## config.mk

```make
export PLATFORM = sky130hd
export DESIGN_NAME = muldiv_seq
export DESIGN_NICKNAME = d
export VERILOG_FILES = /design/src/rtl/muldiv_pkg.sv /design/src/rtl/booth_r4_step.sv /design/src/rtl/muldiv_seq.sv
export SDC_FILE = /design/constraint.sdc
export NUM_CORES = 1
export LEC_CHECK = 0
export ABC_AREA = 1
export BUFFER_PORTS_ARGS = -buffer_cell sky130_fd_sc_hd__clkbuf_2
export CAP_MARGIN = 10
export CORE_ASPECT_RATIO = 1.1
export CORE_MARGIN = 2
export CORE_UTILIZATION = 50
export CTS_BUF_LIST = sky130_fd_sc_hd__clkbuf_4
export DETAILED_ROUTE_END_ITERATION = 8
export GPL_ROUTABILITY_DRIVEN = 0
export PLACE_DENSITY = 0.65
export SYNTH_ARGS = -nofsm -noshare
export SYNTH_HDL_FRONTEND = slang
export SYNTH_SLANG_ARGS = --single-unit
```

## constraint.sdc

```tcl
create_clock -name clock -period 7.38 [get_ports clock]
set_clock_uncertainty 0.1 [all_clocks]
set_input_delay 1.107 -clock clock [delete_from_list [all_inputs] [get_ports clock]]
set_output_delay 1.107 -clock clock [all_outputs]
set_load 0.02 [all_outputs]
```

## src/rtl/muldiv_pkg.sv

```systemverilog
// Shared types and width-derived constants for the multicycle multiply/divide unit.
package muldiv_pkg;

    localparam int DEF_WIDTH = 32;

    typedef enum logic [1:0] {
        IDLE = 2'd0,
        MUL  = 2'd1,
        DIV  = 2'd2,
        DONE = 2'd3
    } state_e;

    typedef enum logic {
        OP_MUL = 1'b0,
        OP_DIV = 1'b1
    } op_e;

    function automatic int mul_steps(input int width);
        return width / 2;
    endfunction

    function automatic int div_steps(input int width);
        return width;
    endfunction

    function automatic int cnt_width(input int width);
        return $clog2(div_steps(width));
    endfunction

    localparam int MUL_STEPS = mul_steps(DEF_WIDTH);
    localparam int DIV_STEPS = div_steps(DEF_WIDTH);
    localparam int CNT_W     = cnt_width(DEF_WIDTH);

endpackage

```

## src/rtl/booth_r4_step.sv

```systemverilog
// One radix-4 Booth recode-and-add: returns acc plus the recoded multiple of the
// multiplicand, before the arithmetic right shift applied by the caller.
module booth_r4_step
    import muldiv_pkg::*;
#(
    parameter int WIDTH = DEF_WIDTH
) (
    input  logic [WIDTH+1:0] acc_i,
    input  logic [2:0]       window_i,
    input  logic [WIDTH-1:0] multiplicand_i,
    output logic [WIDTH+1:0] sum_o
);

    logic [WIDTH+1:0] m_ext;
    logic [WIDTH+1:0] addend;

    assign m_ext = {{2{multiplicand_i[WIDTH-1]}}, multiplicand_i};

    always_comb begin
        addend = '0;
        case (window_i)
            3'b001, 3'b010: addend = m_ext;
            3'b011:         addend = m_ext << 1;
            3'b100:         addend = -(m_ext << 1);
            3'b101, 3'b110: addend = -m_ext;
            default:        addend = '0;
        endcase
    end

    assign sum_o = acc_i + addend;

endmodule

```

## src/rtl/muldiv_seq.sv

```systemverilog
// Iterative signed multiply (radix-4 Booth) and signed restoring divide with a
// start/busy/done handshake; results feed the HI/LO registers.
module muldiv_seq
    import muldiv_pkg::*;
#(
    parameter int WIDTH = DEF_WIDTH
) (
    input  logic             clock,
    input  logic             clear_n,
    input  logic             start,
    input  logic             op,
    input  logic [WIDTH-1:0] a,
    input  logic [WIDTH-1:0] b,
    output logic             busy,
    output logic             done,
    output logic [WIDTH-1:0] hi,
    output logic [WIDTH-1:0] lo,
    output logic             div_by_zero
);

    localparam int            MUL_N    = mul_steps(WIDTH);
    localparam int            DIV_N    = div_steps(WIDTH);
    localparam int            CW       = cnt_width(WIDTH);
    localparam logic [CW-1:0] MUL_LAST = CW'(MUL_N - 1);
    localparam logic [CW-1:0] DIV_LAST = CW'(DIV_N - 1);

    state_e           state_q, state_d;
    logic [CW-1:0]    cnt_q, cnt_d;
    logic             prep_q, prep_d;
    logic [WIDTH-1:0] a_q, a_d;
    logic [WIDTH-1:0] b_q, b_d;
    logic [WIDTH+1:0] acc_q, acc_d;
    logic [WIDTH-1:0] mreg_q, mreg_d;
    logic             carry_q, carry_d;
    logic [WIDTH-1:0] hi_q, hi_d;
    logic [WIDTH-1:0] lo_q, lo_d;
    logic             dbz_q, dbz_d;

    // Multiply datapath: Booth add, then shift {acc, mreg, carry} right by two.
    logic [WIDTH+1:0] booth_sum;
    logic [WIDTH+1:0] mul_acc_nxt;
    logic [WIDTH-1:0] mul_mreg_nxt;

    booth_r4_step #(.WIDTH(WIDTH)) u_booth (
        .acc_i          (acc_q),
        .window_i       ({mreg_q[1:0], carry_q}),
        .multiplicand_i (a_q),
        .sum_o          (booth_sum)
    );

    assign mul_acc_nxt  = {{2{booth_sum[WIDTH+1]}}, booth_sum[WIDTH+1:2]};
    assign mul_mreg_nxt = {booth_sum[1:0], mreg_q[WIDTH-1:2]};

    // Divide datapath: acc holds the partial remainder, mreg shifts the dividend
    // out at the top while quotient bits enter at the bottom.
    logic             a_neg, b_neg;
    logic [WIDTH-1:0] a_mag, b_mag;
    logic [WIDTH:0]   div_shift, div_diff, div_rem_nxt;
    logic             div_ge;
    logic [WIDTH-1:0] div_quo_nxt, quo_signed, rem_signed;

    assign a_neg       = a_q[WIDTH-1];
    assign b_neg       = b_q[WIDTH-1];
    assign a_mag       = a_neg ? -a_q : a_q;
    assign b_mag       = b_neg ? -b_q : b_q;
    assign div_shift   = {acc_q[WIDTH-1:0], mreg_q[WIDTH-1]};
    assign div_diff    = div_shift - {1'b0, b_mag};
    assign div_ge      = ~div_diff[WIDTH];
    assign div_rem_nxt = div_ge ? div_diff : div_shift;
    assign div_quo_nxt = {mreg_q[WIDTH-2:0], div_ge};
    assign quo_signed  = (a_neg ^ b_neg) ? -div_quo_nxt : div_quo_nxt;
    assign rem_signed  = a_neg ? -div_rem_nxt[WIDTH-1:0] : div_rem_nxt[WIDTH-1:0];

    always_comb begin
        // NOTE: every _d defaults to its _q first, so no path through this block infers a latch.
        state_d = state_q;
        cnt_d   = cnt_q;
        prep_d  = prep_q;
        a_d     = a_q;
        b_d     = b_q;
        acc_d   = acc_q;
        mreg_d  = mreg_q;
        carry_d = carry_q;
        hi_d    = hi_q;
        lo_d    = lo_q;
        dbz_d   = dbz_q;

        case (state_q)
            IDLE, DONE: begin
                if (start) begin
                    a_d     = a;
                    b_d     = b;
                    prep_d  = 1'b1;
                    dbz_d   = 1'b0;
                    state_d = (op_e'(op) == OP_DIV) ? DIV : MUL;
                end else begin
                    state_d = IDLE;
                end
            end

            MUL: begin
                if (prep_q) begin
                    prep_d  = 1'b0;
                    cnt_d   = '0;
                    acc_d   = '0;
                    mreg_d  = b_q;
                    carry_d = 1'b0;
                end else begin
                    acc_d   = mul_acc_nxt;
                    mreg_d  = mul_mreg_nxt;
                    carry_d = mreg_q[1];
                    cnt_d   = cnt_q + CW'(1);
                    if (cnt_q == MUL_LAST) begin
                        state_d = DONE;
                        hi_d    = mul_acc_nxt[WIDTH-1:0];
                        lo_d    = mul_mreg_nxt;
                    end
                end
            end

            DIV: begin
                if (prep_q) begin
                    // The zero-divisor test runs on the latched operand; no iteration follows.
                    prep_d = 1'b0;
                    if (b_q == '0) begin
                        state_d = DONE;
                        hi_d    = a_q;
                        lo_d    = '1;
                        dbz_d   = 1'b1;
                    end else begin
                        cnt_d  = '0;
                        acc_d  = '0;
                        mreg_d = a_mag;
                    end
                end else begin
                    acc_d  = {1'b0, div_rem_nxt};
                    mreg_d = div_quo_nxt;
                    cnt_d  = cnt_q + CW'(1);
                    if (cnt_q == DIV_LAST) begin
                        state_d = DONE;
                        hi_d    = rem_signed;
                        lo_d    = quo_signed;
                    end
                end
            end

            default: state_d = IDLE;
        endcase
    end

    always_ff @(posedge clock or negedge clear_n) begin
        // NOTE: state is updated with non-blocking assignments so every register samples pre-edge values.
        if (!clear_n) begin
            state_q <= IDLE;
            cnt_q   <= '0;
            prep_q  <= 1'b0;
            a_q     <= '0;
            b_q     <= '0;
            acc_q   <= '0;
            mreg_q  <= '0;
            carry_q <= 1'b0;
            hi_q    <= '0;
            lo_q    <= '0;
            dbz_q   <= 1'b0;
        end else begin
            state_q <= state_d;
            cnt_q   <= cnt_d;
            prep_q  <= prep_d;
            a_q     <= a_d;
            b_q     <= b_d;
            acc_q   <= acc_d;
            mreg_q  <= mreg_d;
            carry_q <= carry_d;
            hi_q    <= hi_d;
            lo_q    <= lo_d;
            dbz_q   <= dbz_d;
        end
    end

    assign busy        = (state_q == MUL) || (state_q == DIV);
    assign done        = (state_q == DONE);
    assign hi          = hi_q;
    assign lo          = lo_q;
    assign div_by_zero = dbz_q;

endmodule
```

==> Flow_metrics.wiki <==
{| class="wikitable"
! Metric !! Value
|-
| Result of the run || complete, no violations
|-
| Classification of the worst setup path || reg2reg
|-
| Flop and latch count out of synthesis || 204
|-
| Maximum level of the CTS H-tree || 2
|-
| Share of the clock period used by the worst path || 88.99%
|-
| Initial antenna violation count || 2
|-
| Mapped Cells || 2818
|-
| Number of vias per cell after detailed routing || 5.934
|-
| Fill count || 3687
|-
| IO buf count || 134
|-
| Largest stage delay, worst path || 0.41 ns
|-
| Placement Rows || 73
|-
| DRC violations left || 0
|-
| Final total negative setup slack || 0 ns
|-
| Maximum fanout along the worst path || 13
|-
| Count of yosys warnings during synthesis || 0
|-
| Max-Slew Margin vs Limit || 31.12%
|-
| Initial standard-cell utilization of the core || 50.60%
|-
| Global-route usage over all layers || 37.24%
|-
| Critical path launch point type || flip-flop
|-
| Drt total wl || 70290 um
|-
| Full die area || 37970 um^2
|-
| Post-synthesis cell type count || 62
|-
| Count of buffers added by post-CTS timing repair for setup || 0
|-
| Count of maximum capacitance violations || 0
|-
| Post-synthesis to final-layout area growth || 9.625%
|-
| Number of buffers added to fix hold violations after cts || 0
|-
| Period minus WS final || 6.567 ns
|-
| Std-Cell Core Area || 35990 um^2
|-
| Cell with the largest stage delay on the worst path || dfrtp_1
|-
| Max Clk Rate || 0.1523 GHz
|-
| Number of clock sinks || 204
|-
| Clock slew at reported path FFs || 0.07 ns
|-
| First-pass GRT wire length || 108100 um
|-
| FFs w/ async S/R, synth || 100.0%
|-
| Kind of capture point of the worst setup path || flip-flop
|-
| Top library cells by usage in the layout, fill and taps aside || nand2_1 (674), inv_1 (365), nor2_1 (262), o21ai_0 (252), dfrtp_1 (204)
|-
| Detailed Routing Iterations Pass 1 || 6
|-
| Mean routed wirelength per cell || 20.40 um
|-
| DPL Wire Length || 54020 um
|-
| Final max-slew violation count || 0
|-
| Die span in y || 204.2 um
|-
| Via count || 20440
|-
| Ports placed on the boundary || 135
|-
| Syn Area/Cell || 6.462 um^2
|-
| Final number of setup-violating endpoints || 0
|-
| Maximum count of clock buffers along a single path || 3
|-
| Library cell appearing most often on the critical path || nand2_1
|-
| Unrepaired setup endpoints after global routing || false
|-
| Net count of the mapped netlist || 2965
|-
| Portion of the post-synthesis area used by sequential elements || 28.03%
|-
| Req. time, crit path || 8.01 ns
|-
| Final global-route overflow total || 0
|-
| Final Hold Viols || 0
|-
| Most common cell after layout, fill and taps aside || nand2_1
|-
| Clk Latency, worst-skew pair || 0.85 ns
|-
| Pin count of the biggest net entering global routing || 118
|-
| Clock root buffer master || clkbuf_4
|-
| Number of nets in the final layout || 3062
|-
| Critical Path AT || 7.20 ns
|-
| Clock tree from TritonCTS || yes
|-
| Proportion of layout cells with a drive suffix above 1 || 11.97%
|-
| Number of global-route vias before repair || 19130
|-
| Number of antenna-violating nets in the routed design || 0
|-
| Post-Synthesis Cell Area || 18210 um^2
|-
| Detailed Route Iter0 Violations || 2478
|-
| Transition time at the pin with the least slew margin || 1.033 ns
|-
| TritonCTS Buffers || 56
|-
| Classification of the worst-slack hold path || in2async
|-
| Dominant register cell in the synthesized netlist || dfrtp_1
|-
| Number of enable-type register cells in the synthesized netlist || 0
|-
| Width of the die || 186.0 um
|}
-- sequential cells by signal, summed over array words and instances (netlist names) --
register,count
state_q,2
lo,32
div_by_zero,1
cnt_q,5
carry_q,1
a_q,32
b_q,32
acc_q,34
hi,32
prep_q,1
mreg_q,32
-- final cells by class --
cell class | count | area (um^2) | area share (%)
timing repair buffer | 155 | 850.8 | 4.262
clock inverter | 19 | 118.9 | 0.5954
sequential | 204 | 5105 | 25.57
tap | 487 | 609.3 | 3.052
inverter | 385 | 1446 | 7.245
clock buffer | 81 | 608.1 | 3.046
multi-input combinational | 2113 | 11220 | 56.22
antenna | 1 | 2.502 | 0.01253
-- kinds of logic after synthesis --
kind of cell               Yosys count  synth area share (%)
AOI/OAI and AO/OA                  679                 21.88
and+or+nand+nor                   1272                 29.81
xor gates and xnor gates            66                 3.174
muxes                               17                 1.051
DFF                                204                 28.03
buffers and inverters              501                 10.54
adders and majority gates           79                 5.510
-- worst max-delay path, delay by kind of cell (launching register included) --
family | cells | cell delay [ns]
AOI/OAI and AO/OA | 6 | 0.71
xor gates and xnor gates | 2 | 0.30
adders and majority gates | 3 | 0.88
buffers and inverters | 5 | 0.49
DFF | 1 | 0.41
and+or+nand+nor | 24 | 3.54
-- path summary, 6_finish.rpt --
path                            cells after the start              endpoint               start  slack, ns
worst max-delay path                               40    lo[28]$_DFFE_PN0P_  b_q[2]$_DFFE_PN0P_       0.81
worst min-delay path                                1  cnt_q[0]$_DFFE_PN0P_             clear_n       0.15
worst max register to register                     40    lo[28]$_DFFE_PN0P_  b_q[2]$_DFFE_PN0P_       0.81
worst min register to register                      2     hi[8]$_DFFE_PN0P_   hi[8]$_DFFE_PN0P_       0.38
max in group asynchronous                           2   a_q[10]$_DFFE_PN0P_             clear_n       5.86
min in group clock                                  2     hi[8]$_DFFE_PN0P_   hi[8]$_DFFE_PN0P_       0.38
-- synthesized netlist by cell type (8+ instances only) --
master / number / share of area, %
nand2_1: 675 / 14
inv_1: 367 / 7.6
nor2_1: 264 / 5.4
o21ai_0: 252 / 6.9
dfrtp_1: 204 / 28
a21oi_1: 201 / 5.5
nand3_1: 197 / 5.4
clkbuf_1: 84 / 1.7
ha_1: 77 / 5.3
xor2_1: 54 / 2.6
o22ai_1: 35 / 1.2
nor3_1: 28 / 0.77
nand4_1: 27 / 0.93
o211ai_1: 24 / 0.99
a22o_1: 22 / 1.1
or2_2: 22 / 0.76
o21ai_1: 20 / 0.55
buf_2: 18 / 0.49
mux2_2: 17 / 1.1
a31oi_1: 15 / 0.52
a21o_1: 14 / 0.58
inv_2: 14 / 0.29
a2bb2oi_1: 13 / 0.63
xnor2_1: 12 / 0.58
a221o_1: 11 / 0.60
a221oi_1: 11 / 0.53
buf_1: 11 / 0.23
o221ai_1: 11 / 0.53
nand2_2: 10 / 0.34
nor4_1: 10 / 0.34
a21boi_1: 8 / 0.33
nor2_2: 8 / 0.27
-- layer usage --
metal / GRT usage [%] / vias up / part of all wire (%)
met3: 6.949 / 254 / 9.0
met2: 57.24 / 1103 / 44
met5: 0 / - / 0
met1: 47.03 / 9505 / 39
met4: 26.15 / 0 / 7.9
li1: - / 9581 / -
-- metrics by stage --
step / cells / util [%] / setup slack [ns] / area (um^2) / hold WS, ns
floorplan: 2818 / - / 1.323 / 18210 / 0.3696
global placement: 3344 / 53.44 / 0.9824 / 19230 / 0.3651
detailed placement: 3344 / 53.44 / 0.8246 / 19230 / 0.3666
CTS: 3444 / 55.46 / 0.7979 / 19960 / 0.1679
global route: 3445 / 55.48 / 0.1071 / 19960 / 0.2112
finish: 3445 / 55.48 / 0.8127 / 19960 / 0.1521
-- what timing repair did --
action,4_1_cts,5_1_grt
endpoints found under the setup margin,0,3
resized for setup,0,1
endpoints found under the hold margin,0,0
Power is left out: the tool's default activity adds up to more than one toggle a clock period on the data nets, which glitch-free logic cannot reach.
